[config.mk]
export PLATFORM = sky130hd
export DESIGN_NAME = delay_tap_calibrator
export DESIGN_NICKNAME = d
export VERILOG_FILES = /design/src/rtl/delay_tap_calibrator.sv
export SDC_FILE = /design/constraint.sdc
export NUM_CORES = 1
export LEC_CHECK = 0
export ABC_CLOCK_PERIOD_IN_PS = 1550
export CAP_MARGIN = 20
export CORE_AREA = 2 2 63 65
export DETAILED_ROUTE_END_ITERATION = 12
export DIE_AREA = 0 0 65 67
export SYNTH_ARGS = -nofsm -noshare
export SYNTH_HDL_FRONTEND = slang
export SYNTH_SLANG_ARGS = --single-unit
[constraint.sdc]
create_clock -name clk -period 1.55 [get_ports clk]
set_clock_uncertainty 0.05 [all_clocks]
set_input_delay 0.155 -clock clk [delete_from_list [all_inputs] [get_ports clk]]
set_output_delay 0.155 -clock clk [all_outputs]
set_load 0.02 [all_outputs]
[src/rtl/delay_tap_calibrator.sv]
// -----------------------------------------------------------------------------
// delay_tap_calibrator
//
// Calibrates an 8-tap programmable delay line. On start it sweeps taps 0..7.
// For each tap it holds dl_in low for SETTLE cycles with the tap applied, then
// launches a one-cycle rising edge. It samples dl_out at the edge that ends the
// launch cycle, and repeats this NTRIALS times. A tap qualifies when at least
// THRESH launches arrive within one clock period. The highest qualifying tap is
// then held on dl_sel. While idle, dl_sel follows an optional manual setting.
//
// Parameters
//   NTRIALS : launch/sample trials per tap (1..15)
//   THRESH  : minimum pass count for a tap to qualify (1..NTRIALS)
//   SETTLE  : low cycles with the tap applied before each launch (1..15)
//
// Ports
//   clk       : clock
//   rst       : synchronous reset, active-high
//   start     : one-cycle calibration request, honoured in IDLE and DONE only
//   man_en    : 1 = dl_sel follows man_sel while in IDLE
//   man_sel   : manual tap
//   dl_in     : registered launch signal to the delay-line input
//   dl_out    : delay-line output, sampled directly
//   dl_sel    : registered tap select (bit0 -> s0, bit1 -> s1, bit2 -> s2)
//   busy      : high in SETTLE, LAUNCH and EVAL
//   done      : high in DONE
//   fail      : valid with done; 1 = no tap qualified
//   result    : selected tap, valid with done (0 when fail)
//   state_dbg : current FSM state encoding
//
// Handshake: start is a request pulse. It is accepted only when busy is low,
// and a pulse while busy is dropped. Acceptance clears done, fail and result in
// the following cycle. done then stays high, with fail and result stable, until
// the next accepted start or reset.
// -----------------------------------------------------------------------------
module delay_tap_calibrator #(
  parameter int NTRIALS = 8,
  parameter int THRESH  = 8,
  parameter int SETTLE  = 2
) (
  input  logic       clk,
  input  logic       rst,
  input  logic       start,
  input  logic       man_en,
  input  logic [2:0] man_sel,
  output logic       dl_in,
  input  logic       dl_out,
  output logic [2:0] dl_sel,
  output logic       busy,
  output logic       done,
  output logic       fail,
  output logic [2:0] result,
  output logic [2:0] state_dbg
);

  typedef enum logic [2:0] {
    S_IDLE   = 3'd0,
    S_SETTLE = 3'd1,
    S_LAUNCH = 3'd2,
    S_EVAL   = 3'd3,
    S_DONE   = 3'd4
  } state_t;

  localparam logic [3:0] NTRIALS_C   = 4'(NTRIALS);
  localparam logic [3:0] THRESH_C    = 4'(THRESH);
  localparam logic [3:0] SETTLE_LAST = 4'(SETTLE - 1);

  state_t     state, state_n;
  logic [3:0] settle_cnt, settle_cnt_n;
  logic [3:0] trial, trial_n;
  logic [3:0] pass_cnt, pass_cnt_n;
  logic [2:0] tap, tap_n;
  logic [2:0] best, best_n;
  logic       found, found_n;
  logic       dl_in_n;
  logic [2:0] dl_sel_n;

  // Next-state, counter updates and next register values for the outputs.
  always_comb begin
    state_n      = state;
    settle_cnt_n = settle_cnt;
    trial_n      = trial;
    pass_cnt_n   = pass_cnt;
    tap_n        = tap;
    best_n       = best;
    found_n      = found;
    dl_in_n      = 1'b0;
    dl_sel_n     = 3'd0;

    case (state)
      S_IDLE, S_DONE: begin
        if (start) begin
          state_n      = S_SETTLE;
          settle_cnt_n = 4'd0;
          trial_n      = 4'd0;
          pass_cnt_n   = 4'd0;
          tap_n        = 3'd0;
          best_n       = 3'd0;
          found_n      = 1'b0;
        end
      end

      S_SETTLE: begin
        if (settle_cnt == SETTLE_LAST) begin
          state_n      = S_LAUNCH;
          settle_cnt_n = 4'd0;
        end else begin
          settle_cnt_n = settle_cnt + 4'd1;
        end
      end

      S_LAUNCH: begin
        // dl_in is high during this cycle. A launch passes if it has already
        // reached dl_out by the edge that ends the cycle.
        if (dl_out && (pass_cnt != 4'd15)) begin
          pass_cnt_n = pass_cnt + 4'd1;
        end
        trial_n = trial + 4'd1;
        if (trial_n == NTRIALS_C) begin
          state_n = S_EVAL;
        end else begin
          state_n = S_SETTLE;
        end
      end

      S_EVAL: begin
        // The sweep is ascending, so a later qualifying tap overwrites an
        // earlier one. Non-monotonic lines are accepted as-is.
        if (pass_cnt >= THRESH_C) begin
          best_n  = tap;
          found_n = 1'b1;
        end
        pass_cnt_n = 4'd0;
        trial_n    = 4'd0;
        if (tap == 3'd7) begin
          state_n = S_DONE;
        end else begin
          tap_n   = tap + 3'd1;
          state_n = S_SETTLE;
        end
      end

      default: begin
        state_n = S_IDLE;
      end
    endcase

    // Both line controls are registered from the next state. dl_in is high
    // only in LAUNCH. The tap changes only when entering SETTLE, and dl_in is
    // already low at that point.
    dl_in_n = (state_n == S_LAUNCH);
    case (state_n)
      S_IDLE:  dl_sel_n = man_en ? man_sel : 3'd0;
      S_DONE:  dl_sel_n = found_n ? best_n : 3'd0;
      default: dl_sel_n = tap_n;
    endcase
  end

  always_ff @(posedge clk) begin
    if (rst) begin
      state      <= S_IDLE;
      settle_cnt <= 4'd0;
      trial      <= 4'd0;
      pass_cnt   <= 4'd0;
      tap        <= 3'd0;
      best       <= 3'd0;
      found      <= 1'b0;
      dl_in      <= 1'b0;
      dl_sel     <= 3'd0;
    end else begin
      state      <= state_n;
      settle_cnt <= settle_cnt_n;
      trial      <= trial_n;
      pass_cnt   <= pass_cnt_n;
      tap        <= tap_n;
      best       <= best_n;
      found      <= found_n;
      dl_in      <= dl_in_n;
      dl_sel     <= dl_sel_n;
    end
  end

  // Status outputs decode the state register directly, so they are glitch-free
  // and are zero in reset.
  assign busy      = (state == S_SETTLE) || (state == S_LAUNCH) || (state == S_EVAL);
  assign done      = (state == S_DONE);
  assign fail      = done && !found;
  assign result    = (done && found) ? best : 3'd0;
  assign state_dbg = state;

endmodule

==> results.py, run 1 <==
metrics = {
    "drt": {
        "drt_iter0_markers": 71,
        "routed_wl_mm": 3.60,
        "ant_nets": 0,
        "drt_first_pass_iters": 4,
        "avgRoutedWirePerCell_um": 13.3,
        "drc": 0,
        "vias": 1423,
        "vias_per_cell": 5.25,
    },
    "logic_synthesis": {
        "synth_edf_count": 0,
        "yosys_most_used_dff": "dfxtp_1",
        "synth_top_area_frac": 0.362,
        "async_flop_share": 0,
        "synth_top_cell_by_area": "dfxtp_1",
        "synth-seq-area-share": 0.362,
        "avgSynthCellArea_um2": 8.77,
        "synth_fp_nets": 179,
        "synth_area_leaders": "dfxtp_1 (36%), ha_1 (6.1%), nor2_1 (4.7%)",
        "yosys-top-cells-count": "dfxtp_1 (26), nor2_1 (18), a21oi_1 (11)",
        "yosysMostFrequentCell": "dfxtp_1",
        "synth_warnings": 0,
        "synthDistinctLibCells": 50,
        "syn-cell-area_um2": 1440,
        "synthCells": 164,
        "ys_ff_latch": 26,
    },
    "timing": {
        "hold_viol_final": 0,
        "holdWs_ns": 0.436,
        "slew_viol_final": 0,
        "rsz0062_at_grt": "true",
        "worst_slack_ns": -0.0944,
        "final.period_utilization": 1.06,
        "fmax_mhz": 608,
        "worstMarginPinSlew_ns": 0.284,
        "maxSlewHeadroom": 0.808,
        "fin_crit_ns": 1.64,
        "setup_violations": 14,
    },
    "global_route": {
        "grt.met3_usage": 0.0203,
        "antenna_found_initial": 0,
        "grt_pass1_vias": 1393,
        "met2_usage": 0.307,
        "grt_max_degree": 18,
        "grt_busiest_layer": "met2",
        "grt_pass1_wl_mm": 6.17,
        "grt-ovfl-total": 0,
        "grt_util_met1": 0.239,
        "grtUsageTotal": 0.182,
    },
    "floorplan": {
        "die_x_um": 65,
        "dieArea_um2": 4360,
        "die_y_um": 67,
        "core_area_um2": 3610,
        "ios": 21,
        "row_count": 22,
        "initial_core_util": 0.399,
    },
    "setup_path": {
        "critPathKind": "flop to flop",
        "arrival_ns": 1.77,
        "timing.rr.end": "dl_in$_SDFF_PP0_",
        "worstSetupStartpoint": "state_dbg[1]$_SDFF_PP0_",
        "cp-end-kind": "flop",
        "path_max_fanout": 7,
        "rr_startpoint": "state_dbg[1]$_SDFF_PP0_",
        "worst-r2r-setup-slack_ns": -0.09,
        "cp_data_required_time_ns": 1.68,
        "rr_worst_depth": 4,
        "startpoint_type": "flop",
    },
    "placement": {
        "routabilityCongestion": 0.813,
        "postPlaceCellArea_um2": 1910,
        "port_buffers": 20,
        "dp_hpwl_mm": 2.59,
    },
    "clock_network": {
        "cts_max_path_buffers": 2,
        "clock-sinks": 26,
        "cts_buffers": 3,
        "path_clk_slew_ns": 0.09,
        "ctsHtreeMaxLevel": 1,
        "worst_skew_pair.late_latency_ns": 0.27,
        "cts_root_buf": "clkbuf_8",
        "cts_tree": "built",
    },
    "cells_and_area": {
        "antenna_cells": 0,
        "syn2layout_area_growth_pct": 56.2,
        "final_area_um2": 2250,
        "final_nets": 239,
        "fillers": 310,
        "drive_gt1_frac": 0.395,
    },
    "worst_hold_path": {
        "hp-start": "man_sel[1]",
        "hold_path_class": "input pin to flop",
        "min_to": "dl_sel[1]$_SDFF_PP0_",
        "min_delay_path_depth": 2,
    },
    "power": {
        "power.leakage_uw": 0.000943,
        "ir_worst_vdd_uv": 356,
        "power_density_nw_per_um2": 698,
    },
    "status": {
        "violations": "setup timing",
        "status": "complete, but fails checks",
    },
    "flow_run": {
        "maxCapViolations": 0,
    },
}
[how the worst max path moves through the flow]
| stage | end | slack, ns | cells past startpoint |
|---|---|---|---|
| after global routing | dl_sel[1]$_SDFF_PP0_ | -0.14 | 6 |
| after global placement | dl_sel[1]$_SDFF_PP0_ | -0.26 | 5 |
| after floorplan | dl_in$_SDFF_PP0_ | -0.08 | 4 |
| after detailed placement | dl_sel[1]$_SDFF_PP0_ | -0.30 | 5 |
| final | dl_in$_SDFF_PP0_ | -0.09 | 4 |
| after CTS | dl_sel[1]$_SDFF_PP0_ | -0.10 | 6 |
[per-layer routing]
| metal | wire length (um) | part of all wire | up-vias |
|---|---|---|---|
| li1 | - | - | 709 |
| met2 | 1770 | 0.49 | 23 |
| met4 | 68 | 0.019 | 0 |
| met1 | 1650 | 0.46 | 685 |
| met5 | 0 | 0 | - |
| met3 | 119 | 0.033 | 6 |
[registers in the layout, indices dropped and copies added, names as in the netlist]
signal,flops
state_dbg,3
pass_cnt,4
best,3
dl_in,1
tap,3
found,1
settle_cnt,4
dl_sel,3
trial,4
[worst max-delay path, cell delays in order, from the launching register on]
cell,delay [ns]
dfxtp_4,0.38
buf_12,0.11
or3b_4,0.37
or3_4,0.36
a2111oi_4,0.27
[cells in the final DEF, fill, tap and decap left out, types with 2 or more instances in the layout]
| cell type | Yosys | final |
|---|---|---|
| dlygate4sd2_1 | 0 | 3 |
| dfxtp_2 | 0 | 3 |
| o21ai_0 | 7 | 3 |
| o21a_1 | 3 | 3 |
| or3b_4 | 1 | 3 |
| nor2_1 | 18 | 16 |
| buf_6 | 0 | 9 |
| xor2_1 | 3 | 3 |
| nor3_1 | 3 | 3 |
| o21ai_1 | 0 | 4 |
| dfxtp_1 | 26 | 22 |
| a22oi_2 | 0 | 2 |
| inv_1 | 10 | 9 |
| or3_1 | 2 | 2 |
| clkdlybuf4s50_1 | 0 | 11 |
| and3_4 | 0 | 2 |
| nand3b_1 | 2 | 2 |
| and2_1 | 2 | 2 |
| mux2i_1 | 3 | 3 |
| nand2_1 | 6 | 5 |
| a31oi_1 | 2 | 2 |
| a221o_1 | 2 | 2 |
| a21oi_1 | 11 | 10 |
| nand2b_1 | 4 | 3 |
| clkbuf_8 | 0 | 3 |
| buf_12 | 0 | 2 |
| and3_1 | 4 | 2 |
| buf_4 | 1 | 34 |
| nand4_1 | 3 | 3 |
| ha_1 | 7 | 6 |
| nand3_1 | 8 | 7 |
[report_power, final]
group	total, uW	internal, uW	leakage, uW	switching [uW]
Clock	560	346	0.0000357	215
Combinational	321	171	0.000696	149
Sequential	687	679	0.000212	8.19
[through the flow]
step	setup TNS [ns]	util	cells	total power [uW]	setup slack, ns
after global routing	-1.88	0.623	271	1640	-0.138
final	-0.706	0.623	271	1570	-0.0944
after CTS	-0.887	0.579	266	1540	-0.101
after floorplan	-0.0988	-	164	840	-0.0836
after detailed placement	-3.52	0.529	254	953	-0.296
after global placement	-3.18	0.529	254	950	-0.265
[cell families after synthesis]
logic type / synth area share
buffers and inverters: 0.0530
XOR/XNOR: 0.0304
adder cells (fa/ha/maj): 0.0609
AO/OA/AOI/OAI: 0.197
multiplexers: 0.0287
flip-flops: 0.362
AND/OR/NAND/NOR: 0.268
[area by class of cell]
class	instances	area, um^2	share of cell area
multi-input cells	120	957	0.426
repair buffers	63	591	0.263
flip-flops and latches	26	528	0.235
well taps	48	60.1	0.0267
clock buffers	3	41.3	0.0184
inverters	10	40.0	0.0178
clock inverters	1	30.0	0.0134
[what timing repair did]
item,CTS,global route
gates resized for setup,44,32
hold buffers,0,0
setup buffers,7,5
endpoints found under the hold margin,0,0
setup endpoints to repair,19,25
pin swaps,9,14
cloned,1,0
(Power assumes the default switching activity.)
==> inputs of run 2 (changes only) <==
--- a/config.mk
+++ b/config.mk
@@ -10,6 +10,7 @@
 export CORE_AREA = 2 2 63 65
 export DETAILED_ROUTE_END_ITERATION = 12
 export DIE_AREA = 0 0 65 67
+export DONT_BUFFER_PORTS = 1
 export SYNTH_ARGS = -nofsm -noshare
 export SYNTH_HDL_FRONTEND = slang
 export SYNTH_SLANG_ARGS = --single-unit
==> results.py, run 2 (synthesized netlist as in run 1, its figures left out) <==
metrics = {
    "status": {
        "status": "complete, but fails checks",
        "violations": "setup timing",
    },
    "setup_path": {
        "cp_data_required_time_ns": 1.34,
        "crit_path_cell_trace": "or3b_4 -> inv_4 -> and3_4",
        "startpoint_type": "flop",
        "crit_slowest_cell": "or3b_4",
        "path_max_fanout": 8,
        "cp-end-kind": "output port",
        "max_stage_delay_ns": 0.44,
        "critPathKind": "flop to output port",
        "worst-path-buf-inv": 1,
        "arrival_ns": 1.40,
        "path_delay_family": "simple AND/OR/NAND/NOR gates",
    },
    "placement": {
        "dp_hpwl_mm": 2.49,
        "routabilityCongestion": 0.797,
        "postPlaceCellArea_um2": 1670,
        "preCtsSetupSlack_ns": -0.0275,
        "port_buffers": 0,
    },
    "cells_and_area": {
        "syn2layout_area_growth_pct": 30.1,
        "multi_input_area_um2": 931,
        "top_regs": "pass_cnt (4), settle_cnt (4), trial (4)",
        "seq_area_um2": 536,
        "final_common_cell": "buf_4",
        "final_nets": 206,
        "final_area_um2": 1870,
        "layout_common_cells": "buf_4 (25), dfxtp_1 (20), nor2_1 (18), a21oi_1 (9), inv_1 (8)",
        "antenna_cells": 0,
        "fillers": 326,
        "drive_gt1_frac": 0.332,
    },
    "power": {
        "internal_power_uw": 1070,
        "power_density_nw_per_um2": 768,
        "ir_worst_vdd_uv": 813,
        "p_clk_frac": 0.352,
        "power_switching_uw": 365,
        "power.leakage_uw": 0.000743,
        "combinationalPowerShare": 0.164,
        "swShare": 0.254,
        "seq_power_share": 0.484,
    },
    "floorplan": {
        "row_count": 22,
        "die_x_um": 65,
        "dieArea_um2": 4360,
        "initial_core_util": 0.399,
        "core_area_um2": 3610,
        "ios": 21,
        "die_y_um": 67,
    },
    "clock_network": {
        "cts_buffers": 3,
        "path_clk_slew_ns": 0.10,
        "cts_root_buf": "clkbuf_8",
        "clock-sinks": 26,
        "ctsHtreeMaxLevel": 1,
        "worst_skew_pair.late_latency_ns": 0.27,
        "cts_max_path_buffers": 2,
        "cts_tree": "built",
    },
    "drt": {
        "drc": 0,
        "drt_iter0_markers": 33,
        "drt_first_pass_iters": 4,
        "avgRoutedWirePerCell_um": 14.6,
        "ant_nets": 0,
        "vias_per_cell": 5.29,
        "routed_wl_mm": 3.48,
        "vias": 1260,
    },
    "timing": {
        "final.period_utilization": 1.03,
        "worst_slack_ns": -0.0540,
        "hold_viol_final": 0,
        "fin_crit_ns": 1.60,
        "setup_tns_ns": -0.168,
        "fmax_mhz": 623,
        "worstMarginPinSlew_ns": 0.671,
        "setup_violations": 5,
        "maxSlewHeadroom": 0.551,
        "slew_viol_final": 0,
        "rsz0062_at_grt": "true",
    },
    "global_route": {
        "antenna_found_initial": 0,
        "grt-ovfl-total": 0,
        "grtUsageTotal": 0.165,
        "grt_pass1_wl_mm": 5.65,
        "grt_pass1_vias": 1216,
        "grt_max_degree": 16,
    },
    "flow_run": {
        "maxCapViolations": 0,
    },
    "worst_hold_path": {
        "hold_path_class": "input pin to flop",
    },
}
-- run 2: changes by cell type in the layout (fill, tap and decap cells not counted), moves of 3 or more --
cell,delta
o21ai_0,+3
buf_6,-8
o21ai_1,-3
dlygate4sd3_1,+4
buf_4,-9
dlygate4sd2_1,-3
clkdlybuf4s50_1,-11
-- run 2: timing repair --
item,CTS,global route
gates resized for setup,12,17
endpoints found under the setup margin,12,15
buffers inserted,1,1
endpoints found under the hold margin,16,0
hold buffers,4,0
pin swaps,2,5
-- run 2: power by group through the flow --
stage	Clock, uW	Combinational [uW]	Sequential, uW
6_report	506	236	696
5_1_grt	534	258	698
4_1_cts	520	223	693
3_5_place_dp	0	200	714
3_3_place_gp	0	194	712
2_1_floorplan	0	124	716
-- run 2: metrics by stage --
stage | instances | util | hold WS, ns | power [uW]
detailed placement | 229 | 0.463 | 0.171 | 914
global placement | 229 | 0.463 | 0.173 | 906
finish | 238 | 0.519 | 0.0549 | 1440
CTS | 238 | 0.502 | 0.0489 | 1440
global route | 238 | 0.519 | 0.0576 | 1490
floorplan | 164 | - | 0.221 | 840
-- run 2: metal layers --
layer | GRT usage | vias up | routed length (um)
met5 | 0 | - | 0
li1 | - | 647 | -
met2 | 0.289 | 19 | 1780
met4 | 0.0399 | 0 | 27
met1 | 0.203 | 590 | 1520
met3 | 0.0405 | 4 | 148
-- run 2: path summary, 6_finish.rpt --
kind	from	to	slack (ns)	depth (start not counted)
worst min-delay path	rst	state_dbg[2]$_SDFF_PP0_	0.05	2
worst max register to register	state_dbg[1]$_SDFF_PP0_	dl_in$_SDFF_PP0_	-0.02	3
worst min register to register	pass_cnt[3]$_SDFFE_PP0P_	pass_cnt[3]$_SDFFE_PP0P_	0.47	2
worst max-delay path	state_dbg[0]$_SDFF_PP0_	result[0]	-0.05	3
-- run 2: cell type report --
type                            count  area share
Multi-Input combinational cell    120       0.497
Inverter                           10      0.0214
Tap cell                           48      0.0321
Sequential cell                    26       0.286
Timing Repair Buffer               30       0.128
Clock buffer                        4      0.0354
